$ cat src/rtl/mdu_divider.sv
// Multi-cycle radix-2 restoring divider for DIV/DIVU. Fixed latency of Width+1 edges from
// accept to result load; busy stalls the PC, done pulses for one cycle with results valid.
module mdu_divider #(
  parameter int unsigned Width = 32
) (
  input  logic             clk_i,
  input  logic             rst_ni,
  input  logic             start_i,
  input  logic             is_signed_i,
  input  logic [Width-1:0] dividend_i,
  input  logic [Width-1:0] divisor_i,
  output logic             busy_o,
  output logic             done_o,
  output logic [Width-1:0] quotient_o,
  output logic [Width-1:0] remainder_o,
  output logic             div_by_zero_o
);

  localparam int unsigned CntW = $clog2(Width);
  localparam logic [CntW-1:0] LastCnt = CntW'(Width - 1);

  typedef enum logic [1:0] {StIdle, StRun, StFix, StDone} state_e;

  state_e             state_q;
  logic [CntW-1:0]    count_q;
  logic [Width-1:0]   rem_q, quo_q, dmag_q, dividend_q;
  logic               neg_quo_q, neg_rem_q, dbz_q;
  logic [Width-1:0]   quotient_q, remainder_q;
  logic               div_by_zero_q;

  logic               a_neg, b_neg;
  logic [Width-1:0]   a_mag, b_mag;
  logic [Width:0]     rem_sh, rem_step;
  logic               trial_ok;
  logic [Width-1:0]   rem_d, quo_d, quo_fix, rem_fix;

  always_comb begin
    a_neg    = is_signed_i & dividend_i[Width-1];
    b_neg    = is_signed_i & divisor_i[Width-1];
    a_mag    = a_neg ? (~dividend_i + 1'b1) : dividend_i;
    b_mag    = b_neg ? (~divisor_i + 1'b1) : divisor_i;
    // Shift in the next dividend bit from the top of the quotient register.
    rem_sh   = {rem_q, quo_q[Width-1]};
    trial_ok = (rem_sh >= {1'b0, dmag_q});
    rem_step = trial_ok ? (rem_sh - {1'b0, dmag_q}) : rem_sh;
    rem_d    = rem_step[Width-1:0];
    quo_d    = {quo_q[Width-2:0], trial_ok};
    quo_fix  = neg_quo_q ? (~quo_q + 1'b1) : quo_q;
    rem_fix  = neg_rem_q ? (~rem_q + 1'b1) : rem_q;
  end

  always_ff @(posedge clk_i) begin
    if (!rst_ni) begin
      state_q       <= StIdle;
      count_q       <= '0;
      rem_q         <= '0;
      quo_q         <= '0;
      dmag_q        <= '0;
      dividend_q    <= '0;
      neg_quo_q     <= 1'b0;
      neg_rem_q     <= 1'b0;
      dbz_q         <= 1'b0;
      quotient_q    <= '0;
      remainder_q   <= '0;
      div_by_zero_q <= 1'b0;
    end else begin
      unique case (state_q)
        StIdle, StDone: begin
          if (start_i) begin
            state_q    <= StRun;
            count_q    <= '0;
            rem_q      <= '0;
            quo_q      <= a_mag;
            dmag_q     <= b_mag;
            dividend_q <= dividend_i;
            neg_quo_q  <= a_neg ^ b_neg;
            neg_rem_q  <= a_neg;
            dbz_q      <= (divisor_i == '0);
          end else begin
            state_q <= StIdle;
          end
        end
        StRun: begin
          rem_q   <= rem_d;
          quo_q   <= quo_d;
          count_q <= count_q + CntW'(1);
          if (count_q == LastCnt) state_q <= StFix;
        end
        StFix: begin
          // A zero divisor overrides the iteration result in both modes.
          quotient_q    <= dbz_q ? '1 : quo_fix;
          remainder_q   <= dbz_q ? dividend_q : rem_fix;
          div_by_zero_q <= dbz_q;
          state_q       <= StDone;
        end
        default: state_q <= StIdle;
      endcase
    end
  end

  assign busy_o        = (state_q == StRun) || (state_q == StFix);
  assign done_o        = (state_q == StDone);
  assign quotient_o    = quotient_q;
  assign remainder_o   = remainder_q;
  assign div_by_zero_o = div_by_zero_q;

endmodule

$ cat config.mk
export PLATFORM = sky130hd
export DESIGN_NAME = mdu_divider
export DESIGN_NICKNAME = d
export VERILOG_FILES = /design/src/rtl/mdu_divider.sv
export SDC_FILE = /design/constraint.sdc
export NUM_CORES = 1
export LEC_CHECK = 0
export CAP_MARGIN = 10
export CORE_ASPECT_RATIO = 1.25
export CORE_MARGIN = 3
export CORE_UTILIZATION = 30
export CTS_CLUSTER_DIAMETER = 60
export CTS_CLUSTER_SIZE = 40
export DETAILED_ROUTE_END_ITERATION = 16
export GPL_TIMING_DRIVEN = 0
export PLACE_DENSITY = 0.59
export SETUP_SLACK_MARGIN = 0.3
export SYNTH_ARGS = -nofsm -noshare
export SYNTH_HDL_FRONTEND = slang
export SYNTH_SLANG_ARGS = --single-unit
$ cat constraint.sdc
create_clock -name clk_i -period 3.6 [get_ports clk_i]
set_input_delay 0.72 -clock clk_i [delete_from_list [all_inputs] [get_ports clk_i]]
set_output_delay 0.72 -clock clk_i [all_outputs]
set_load 0.01 [all_outputs]
; ---- Word level (Yosys, flattened, before mapping)
; Cells that the tools add are included.
[word_totals]
ff_bits = 203
in_bits = 68
out_inout_bits = 67
elab_cells = 55
[op_classes]
addsub = 6
n_lt_le_gt_ge = 1
eq_ne = 6
n_mux = 16
bitwise_logic = 7
reduce_logical = 7
[ops]
columns = op, n
row1 = 32-bit two-way mux, 9
row2 = "32-bit by 1-bit adder with 32-bit output, second input constant", 4
row3 = 32-bit inverter, 4
row4 = 32-bit case mux with 2 select lines, 2
row5 = 33-bit by 32-bit greater-or-equal comparator with 1-bit output, 1
row6 = 32-bit zero test, 1
row7 = 32-bit subtractor, 1
row8 = 5-bit case mux with 2 select lines, 1
row9 = 2-bit case mux with 3 select lines, 1
row10 = "5-bit by 1-bit adder with 5-bit output, second input constant", 1
row11 = "5-bit equality test, second input constant", 1
row12 = 5-bit two-way mux, 1
row13 = "2-bit equality test, second input constant", 2
row14 = "2-bit inequality test, second input constant", 2
row15 = 2-bit AND reduction, 2
row16 = 1-bit bitwise AND, 2
row17 = "2-bit by 1-bit equality test with 1-bit output, second input constant", 1
row18 = 2-bit zero test, 1
row19 = 2-bit two-way mux, 1
row20 = 2-bit nonzero test, 1
row21 = 2-bit OR reduction, 1
row22 = 1-bit logical OR, 1
row23 = 1-bit two-way mux, 1
row24 = 1-bit bitwise XOR, 1

; ---- Logic depth before layout (Yosys ltp)
; Gate-level depths: netlist of run 1.
[depth]
ltp_word = 5
mapped_depth = 13
ltp_nobuf = 13

; ---- Worst setup path before layout of run 1
; OpenSTA, ideal clock, no wires.
[synth_timing]
path_kind = input-to-reg
from = input divisor_i[9]
to = register dmag_q[29]
setup_ps = 86
arrival_ps = 3002
required_ps = 3514
setup_slack_ps = 513
cell_stages = 9
n_path_buf = 0
path_cell_list = or4_1 -> or4_1 -> nor3_1 -> and3_1 -> nand2_1 -> o31ai_1 -> xnor2_1 -> nor2_1 -> a211oi_1
[synth_between]
elab_chain_cells = 3
[synth_lines]
columns = item, line_no
row1 = from (decl), 11  ; input logic [Width-1:0] divisor_i,
row2 = 32-bit inverter, 41  ; b_mag = b_neg ? (~divisor_i + 1'b1) : divisor_i;
row3 = 32-bit by 1-bit adder with 32-bit output, 41
row4 = 32-bit two-way mux, 41
row5 = to (signal assigned), 74  ; dmag_q <= b_mag;
row6 = to (decl), 26  ; logic [Width-1:0] rem_q, quo_q, dmag_q, dividend_q;
; Every way passes these cells.
; A chain may end at the register's enable or synchronous reset.

; ---- Final worst setup path of run 1
[layout_timing]
from = register rem_q[10]
to = register remainder_q[31] (netlist: remainder_o[31])
[layout_between]
elab_chain_cells = 4
[layout_lines]
columns = item, line_no
row1 = from (decl), 26
row2 = from (signal assigned), 84  ; rem_q <= rem_d;
row3 = 32-bit inverter, 49  ; rem_fix = neg_rem_q ? (~rem_q + 1'b1) : rem_q;
row4 = 32-bit by 1-bit adder with 32-bit output, 49
row5 = 32-bit two-way mux, 49
row6 = 32-bit two-way mux, 92  ; remainder_q <= dbz_q ? dividend_q : rem_fix;
row7 = to (signal assigned), 92
row8 = to (decl), 28  ; logic [Width-1:0] quotient_q, remainder_q;
; Every way passes these cells.

==> impl_results.md, run 1 <==
* Critical Path AT at 3.61 ns
* GRT Overall Usage at a little under a fifth
* Vias per cell at roughly 5.2
* Max H-tree Level at 1
* Layout cells sized above 1 at roughly 5.3%
* VDD IR max at between 0.0002 and 0.0003 V
* Period utilization at between 80 and 90%
* Root Buffer: clkbuf_16
* Synth top area share at 33.70%
* Leak at about 0.0054 uW
* Post-Route M1 WL at 16.87 mm
* Row count at 81
* Max Cap Viol at 0
* Iter 0 DRT Violations at 878
* Status: completed
* Die Y at 230.2 um
* Vias in the first global route at 11650
* Required time worst endpoint at 4.00 ns
* Core ar. at 39420 um^2
* Hold Slack at 0.4628 ns
* Pre-Repair DR Iteration Count at 5
* Die ar. at 42660 um^2
* Initial Util at 30.59%
* Hold crit path type: flip-flop to flip-flop
* Fill cells at 4087
* Worst Hold Path EP: dividend_q[15]$_SDFFE_PN0P_
* Net Sw Frac at 42.70%
* Worst Setup Path Type: flip-flop to flip-flop
* Synth warnings at 0
* WL met2 at just over 20 mm
* Critical path launch point type: flip-flop
* Overflow after GRT at 0
* Multi-input logic area at 7582 um^2
* Reg2Reg Setup Slack at between 0.3 and 0.4 ns
* Gp weighted congestion at roughly 0.9
* Post-synthesis sequential area ratio at 33.70%
* Slew Limit Headroom at 40.75%
* Start point of the worst hold path: dividend_q[15]$_SDFFE_PN0P_
* RR Endpoint: remainder_o[31]$_SDFFE_PN0P_
* Mean Syn Cell Area at 7.643 um^2
* Final clock skew at 0.01674 ns
* TritonCTS clock tree: yes
* Hold Crit Depth at 2
* FF-to-FF Start: rem_q[10]$_SDFFE_PN0P_
* Post-Syn Area at 12060 um^2
* Post-Syn Instances at ~1600
* Max frequency at 311.8 MHz
* Area Overhead vs Synth at 24.01%
* Worst-path clk slew at 0.08 ns
* Largest area contributor in the netlist: dfxtp_1
* Comb pwr share at 44.2%
* Routed wl met3 at between 1.5 and 2 mm
* Routed via count at around 12000
* Post-layout net count at 1851
* Top FF cell, synth: dfxtp_1
* Largest net degree at the start of global routing at 19
* Net count after synthesis at between 1500 and 2000
* Async SR Flop Fraction at 0%
* Drt total wl at 40.88 mm
* NetSw at a little over 4000 uW
* Worst slew pin tran at 0.8888 ns
* I/O pin total at ~140
* Hpwl dp at 32.73 mm
* Cell Pwr Density at 642.1 nW/um^2
* CP max FO at 8
* Clk Latency, worst-skew pair at 0.53 ns
* Detail Route Antenna Nets at 0
* Crit end category: flip-flop
* Worst reg2reg path depth at 10
* Clk network pwr share at between 20% and 30%
* Flops & latches, synth at 203
* Tot Pwr at 9603 uW
* Wire length per cell at 18.13 um
* # DRC at 0
* Synth cell types at 63
* Die W at 185.3 um
* Final hold violation count at 0
* CTS Buf Count at 21
* Uppermost routed layer: met4
* Clock Tree Buf Depth at 3
* Pint at between 5000 and 6000 uW
* RSZ-0062 raised after global routing: false
* Final Max Tran Viols at 0
* Endpoints failing setup at 0
* FF/Latch Area at roughly 4100 um^2
* Sequential fraction of design power at 32.1%
* Area contributors post-synth: dfxtp_1 (34%), nand2_1 (7.4%), a21oi_1 (5.7%), xnor2_1 (5.5%), xor2_1 (5.0%)
* EDFF count, synth at 0
* Clk sinks at 203
* Minimum clock period at about 3.2 ns
* Initial antenna violation count at 3
* Number of port buffers at 133
* First-pass GRT wire length at 64.27 mm
[metal layers]
metal  GRT usage, %  up-vias
li1               -     5903
met3          1.725       98
met1          22.56     5458
met5              0        -
met4          7.600        0
met2          34.27      335
[cells in the mapped netlist (all sizes together) (2+ instances only)]
master and count:
a2111oi 2, a211oi 30, a21boi 4, a21o 11
a21oi 137, a221oi 2, a22oi 2, a311oi 4
a31oi 8, a32oi 11, and2 8, and3 6
buf 15, clkbuf 86, dfxtp 203, ha 41
inv 52, mux2i 34, nand2 238, nand2b 12
nand3 25, nand3b 8, nand4 12, nor2 153
nor2b 6, nor3 26, nor3b 2, nor4 15
o2111ai 2, o211ai 7, o21ai 141, o21bai 6
o221a 4, o221ai 2, o22ai 28, o31ai 31
o41ai 21, or2 4, or3 7, or4 17
xnor2 76, xor2 69
[critical path, stage by stage (launching register included)]
cell     delay (ns)
dfxtp_1        0.42
or4_4          0.60
or4_1          0.45
or2_1          0.27
or3_1          0.34
buf_2          0.18
o31ai_2        0.26
xor2_1         0.28
o21ai_1        0.10
mux2i_1        0.14
nor2_1         0.05
[worst max-delay path by stage]
stage / from / endpoint / cells after the start
final: rem_q[10]$_SDFFE_PN0P_ / remainder_o[31]$_SDFFE_PN0P_ / 10
after global routing: divisor_i[7] / dmag_q[28]$_SDFFE_PN0P_ / 10
after CTS: rem_q[0]$_SDFFE_PN0P_ / quo_q[0]$_SDFFE_PN0P_ / 11
after detailed placement: divisor_i[8] / dmag_q[28]$_SDFFE_PN0P_ / 10
after global placement: divisor_i[8] / dmag_q[28]$_SDFFE_PN0P_ / 10
after floorplan: divisor_i[9] / dmag_q[29]$_SDFFE_PN0P_ / 9
[placed cells by master, fill, tap and decap left out, drive strengths merged, types with 25 or more instances in the layout]
cell | synthesis | routed
a211oi | 30 | 30
a21oi | 137 | 137
clkbuf | 86 | 106
clkdlybuf4s50 | 0 | 133
dfxtp | 203 | 203
ha | 41 | 41
inv | 52 | 63
mux2i | 34 | 34
nand2 | 238 | 238
nand3 | 25 | 25
nor2 | 153 | 153
nor3 | 26 | 26
o21ai | 141 | 141
o22ai | 28 | 28
o31ai | 31 | 31
xnor2 | 76 | 76
xor2 | 69 | 69
[state kept, by name (all words and copies together) (netlist names), 2 cells and up]
| register | flops |
|---|---|
| remainder_o | 32 |
| dmag_q | 32 |
| state_q | 2 |
| quotient_o | 32 |
| count_q | 5 |
| quo_q | 32 |
| dividend_q | 32 |
| rem_q | 32 |
[power groups by stage]
stage	registers, uW	logic [uW]	clock network (uW)
4_1_cts	3080	4200	2310
3_3_place_gp	3110	4110	0
3_5_place_dp	3130	4150	0
6_report	3090	4240	2270
2_1_floorplan	3070	2780	0
5_1_grt	3150	4710	2410
[layout make-up]
type                    instances  share of cell area, %
well taps                     498                  4.166
diodes                          2                0.03346
clock inverters                16                  1.171
repair buffers                140                  9.253
flip-flops and latches        203                  27.19
inverters                      52                  1.305
plain buffers                 101                  2.669
multi-input cells            1222                  50.70
clock buffers                  21                  3.514
[stage by stage]
stage               util [%]  TNS, ns  cell area (um^2)  setup WS, ns  std cells
floorplan                  -        0             12060        0.5127       1578
global route           37.94        0             14960        0.2945       2255
detailed placement     35.55   -13.97             14010       -0.7577       2209
global placement       35.55   -12.08             14010       -0.6623       2209
CTS                    37.62        0             14830        0.2686       2248
finish                 37.94        0             14960        0.3929       2255
[kinds of logic after synthesis]
| logic type | after synthesis | share of synthesized area, % |
|---|---|---|
| and+or+nand+nor | 542 | 20.16 |
| AOI/OAI and AO/OA | 459 | 23.59 |
| DFF | 203 | 33.70 |
| buffers and inverters | 153 | 4.783 |
| xor gates and xnor gates | 145 | 10.53 |
| adders and majority gates | 42 | 4.420 |
| muxes | 34 | 2.822 |
[repair_timing]
item,4_1_cts,5_1_grt
hold buffers,0,0
gates resized for setup,20,27
setup endpoints to repair,47,52
pin swaps,1,5
setup buffers,2,5
(Power assumes the default switching activity.)
==> run 2, diff against run 1 <==
--- a/config.mk
+++ b/config.mk
@@ -5,7 +5,6 @@
 export SDC_FILE = /design/constraint.sdc
 export NUM_CORES = 1
 export LEC_CHECK = 0
-export CAP_MARGIN = 10
 export CORE_ASPECT_RATIO = 1.25
 export CORE_MARGIN = 3
 export CORE_UTILIZATION = 30
==> results of run 2 <==
Final layout, timing and power as in run 1 (identical DEF).
